<file path="src/rtl/and3_chk_pkg.sv">
// Shared definitions for the AND-gate response checker family.
//   - FSM state encoding (IDLE, RUN, DONE, FAIL)
//   - default parameter values
//   - and_ref(): reference output of an N-input AND gate
package and3_chk_pkg;

    localparam int DEF_N_IN  = 3;
    localparam int DEF_CNT_W = 8;
    localparam int MAX_N_IN  = 6;

    // State encoding
    localparam logic [1:0] ST_IDLE = 2'd0;
    localparam logic [1:0] ST_RUN  = 2'd1;
    localparam logic [1:0] ST_DONE = 2'd2;
    localparam logic [1:0] ST_FAIL = 2'd3;

    // Reference output: AND of the low n bits of vec.
    function automatic logic and_ref(input logic [MAX_N_IN-1:0] vec, input int unsigned n);
        logic r;
        r = 1'b1;
        for (int unsigned i = 0; i < MAX_N_IN; i++) begin
            if (i < n) r = r & vec[i];
        end
        return r;
    endfunction

endpackage

</file>
<file path="src/rtl/and3_response_checker_cov_tracker.sv">
// cov_tracker: records which of the 2^N_IN input combinations have been seen.
// Ports:
//   clk, rst_n      clock, async active-low reset
//   clear           synchronous clear of the coverage map
//   accept          a sample with in_vec is being consumed this cycle
//   in_vec          input combination of the sample
//   covered         bit k set once in_vec==k has been accepted
//   all_covered     every combination has been seen (registered view)
//   completing      this accepted sample fills the last hole in the map
module cov_tracker
    import and3_chk_pkg::*;
#(
    parameter int N_IN = DEF_N_IN
) (
    input  logic               clk,
    input  logic               rst_n,
    input  logic               clear,
    input  logic               accept,
    input  logic [N_IN-1:0]    in_vec,
    output logic [2**N_IN-1:0] covered,
    output logic               all_covered,
    output logic               completing
);

    localparam int NV = 2**N_IN;

    logic [NV-1:0] hit;

    assign hit         = NV'(1) << in_vec;
    assign all_covered = &covered;
    // Lets the owning FSM move to its done state in the same cycle the
    // map becomes full, so done is visible on the cycle after acceptance.
    assign completing  = accept && (&(covered | hit));

    always_ff @(posedge clk or negedge rst_n) begin
        if (!rst_n) begin
            covered <= '0;
        end else if (clear) begin
            covered <= '0;
        end else if (accept) begin
            covered <= covered | hit;
        end
    end

endmodule

</file>
<file path="config.mk">
export PLATFORM = sky130hd
export DESIGN_NAME = cov_tracker
export DESIGN_NICKNAME = d
export VERILOG_FILES = /design/src/rtl/and3_chk_pkg.sv /design/src/rtl/and3_response_checker_cov_tracker.sv
export SDC_FILE = /design/constraint.sdc
export NUM_CORES = 1
export LEC_CHECK = 0
export ABC_AREA = 1
export CORE_AREA = 4 4 41 43
export DETAILED_ROUTE_END_ITERATION = 8
export DIE_AREA = 0 0 45 47
export GPL_TIMING_DRIVEN = 0
export PLACE_DENSITY = 0.7
export SETUP_SLACK_MARGIN = 0.02
export SLEW_MARGIN = 0
export SYNTH_ARGS = -nofsm -noshare
export SYNTH_HDL_FRONTEND = slang
export SYNTH_SLANG_ARGS = --single-unit
</file>
<file path="constraint.sdc">
create_clock -name clk -period 1.75 [get_ports clk]
set_input_delay 0.35 -clock clk [delete_from_list [all_inputs] [get_ports clk]]
set_output_delay 0.35 -clock clk [all_outputs]
set_load 0.1 [all_outputs]
</file>
==> reports/metrics.yaml <==
yosys:
  yosysUniqueCellTypes: 17
  synth_edf_count: 0
  ys_warn_count: 0
  syn_nets: 66
  synth_cells: 59
  async_flop_share: 1.00
  syn-cell-area_um2: 453
  seq_area_frac_synth: 0.442
  synth_area_per_cell_um2: 7.68
  ys_ff_latch: 8
  ys.flop_type: "dfrtp_1"
cts:
  clock_path_buffers: 2
  cts_sinks: 8
  cts_root_buf: "clkbuf_4"
  numCtsBuffers: 3
  cts_hold_buf: 0
  cts_tree: "built"
  h-tree-depth: 1
  clkTransAtPathRegs_ns: 0.05
  insertion_delay_ns: 0.24
timing:
  worstMarginPinSlew_ns: 0.550
  final_max_slew_viol_count: 0
  finalHoldViolCount: 0
  post-route-min-period_ns: 1.65
  clock-skew-final_ns: 0
  slew_headroom: 0.635
  tns_ns: 0
  fin_hold_ws_ns: 0.385
  fmax_mhz: 607
  finalSetupViolCount: 0
  fin_crit_sh: 0.942
  rsz0062_at_grt: "true"
layout:
  layout.nets: 87
  top_register: "covered"
  antennaDiodeCount: 0
  reg_top3: "covered (8)"
  utilization: 0.539
  final_cell_mix: "nand2_1 (8), clkdlybuf4s15_2 (8), dfrtp_4 (7)"
  area_growth_syn_to_layout_pct: 55.0
  layout-drive-gt1-share: 0.500
  fin_area_um2: 702
  largest_reg_flops: 8
run:
  drv_cap: 0
floorplanning:
  dieArea_um2: 2120
  rows: 13
  ioPinCount: 17
  fp.dieW_um: 45
  core_um2: 1300
  die_height_um: 47
  start_util: 0.348
route:
  drtPass1Iterations: 4
  vias: 446
  first_iter_violations: 9
  route.met2.wl_um: 513
  detail_route.wl_per_cell_um: 11.5
  viasPerCell: 4.80
  drt_wl_total_um: 1070
  wl_met3_um: 44
  drc: 0
  drtAntennaViolNets: 0
  wl_met1_um: 500
  top_layer_used: "met4"
worst_hold_path:
  min_path_type: "input pin to async pin"
global_route:
  grt_pass1_wl_um: 1770
  grt_antenna_before_repair: 0
  grt_pass1_vias: 427
  grt_max_degree: 10
  grt_usage: 0.118
  gr-total-overflow: 0
worst_setup_path:
  critical_path_class: "flip-flop to output pin"
  cp_max_fo: 3
  crit_required_ns: 1.40
  startpoint_type: "flip-flop"
  crit_path_end_kind: "output pin"
  arrival_ns: 1.30
outcome:
  status: "finished, final reports clean"
power:
  peakVddDrop_mv: 0.412
  leakagePower_nw: 0.316
  power_mw: 0.428
  cellPowerDensity_nw_per_um2: 610
place:
  place.gp.congestion: 0.809
  place_hpwl_um: 865
  dpl_cell_area_um2: 662
  numPortBuffers: 15
## stage by stage
| stage | worst slack [ns] | cells |
|---|---|---|
| after floorplan | -0.0646 | 59 |
| after global placement | -1.26 | 89 |
| after detailed placement | -1.27 | 89 |
| after CTS | -0.0979 | 92 |
| after global routing | -0.0161 | 93 |
| final | 0.102 | 93 |
## kinds of logic (layout without fill, tap and decap cells)
logic type / count (synthesis) / in the layout / share of synthesized area
buf+inv: 12 / 31 / 0.108
simple gates: 25 / 25 / 0.249
flops: 8 / 8 / 0.442
compound gates: 14 / 14 / 0.202
## per-layer routing
metal | vias up | GRT usage
met5 | - | 0
met3 | 2 | 0.0115
met2 | 10 | 0.184
met1 | 206 | 0.153
li1 | 228 | -
met4 | 0 | 0.0877
## layout make-up
class | count | area, um2
well taps | 15 | 18.8
fillers | 130 | 599
flip-flops and latches | 8 | 228
repair buffers | 16 | 160
inverters | 11 | 41.3
clock buffers | 3 | 22.5
plain buffers | 1 | 7.51
multi-input cells | 39 | 224
## critical path, cell delays in order (launching register included)
cell	delay (ns)
dfrtp_4	0.42
inv_2	0.04
o21ai_2	0.06
nand2_1	0.08
nor2_2	0.12
nand2_2	0.07
nor2_4	0.10
buf_12	0.18
## cells in the mapped netlist, types with 2 or more instances
master | instances | share of area
inv_1 | 11 | 0.091
o211a_1 | 2 | 0.044
dfrtp_1 | 8 | 0.44
nor2_1 | 8 | 0.066
nand4_1 | 2 | 0.028
a21oi_1 | 3 | 0.033
nand2_1 | 9 | 0.075
o21bai_1 | 2 | 0.033
nand3_1 | 2 | 0.022
o21ai_0 | 4 | 0.044
nor2_2 | 2 | 0.028
## power by group
group / total [mW] / switching [mW] / internal, mW
Combinational: 0.0961 / 0.0686 / 0.0274
Sequential: 0.198 / 0.00541 / 0.193
Clock: 0.134 / 0.0557 / 0.0780
Total: 0.428 / 0.130 / 0.298
## worst paths after layout
kind	slack (ns)	startpoint	depth (start not counted)	to
setup / recovery	0.10	covered[7]	7	completing
hold / removal	0.39	rst_n	1	covered[7]
setup reg to reg	0.83	covered[7]	5	covered[7]
hold reg to reg	0.57	covered[0]	1	covered[0]
max in group asynchronous	1.07	rst_n	1	covered[5]
min in group clk	0.40	accept	2	covered[0]
## repair_timing
item | in CTS | in global routing
hold endpoints to repair | 0 | 0
setup buffers | 0 | 1
endpoints found under the setup margin | 10 | 2
resized for setup | 42 | 10
pin swaps | 0 | 5
No activity file was read; power rests on OpenSTA's default activity.
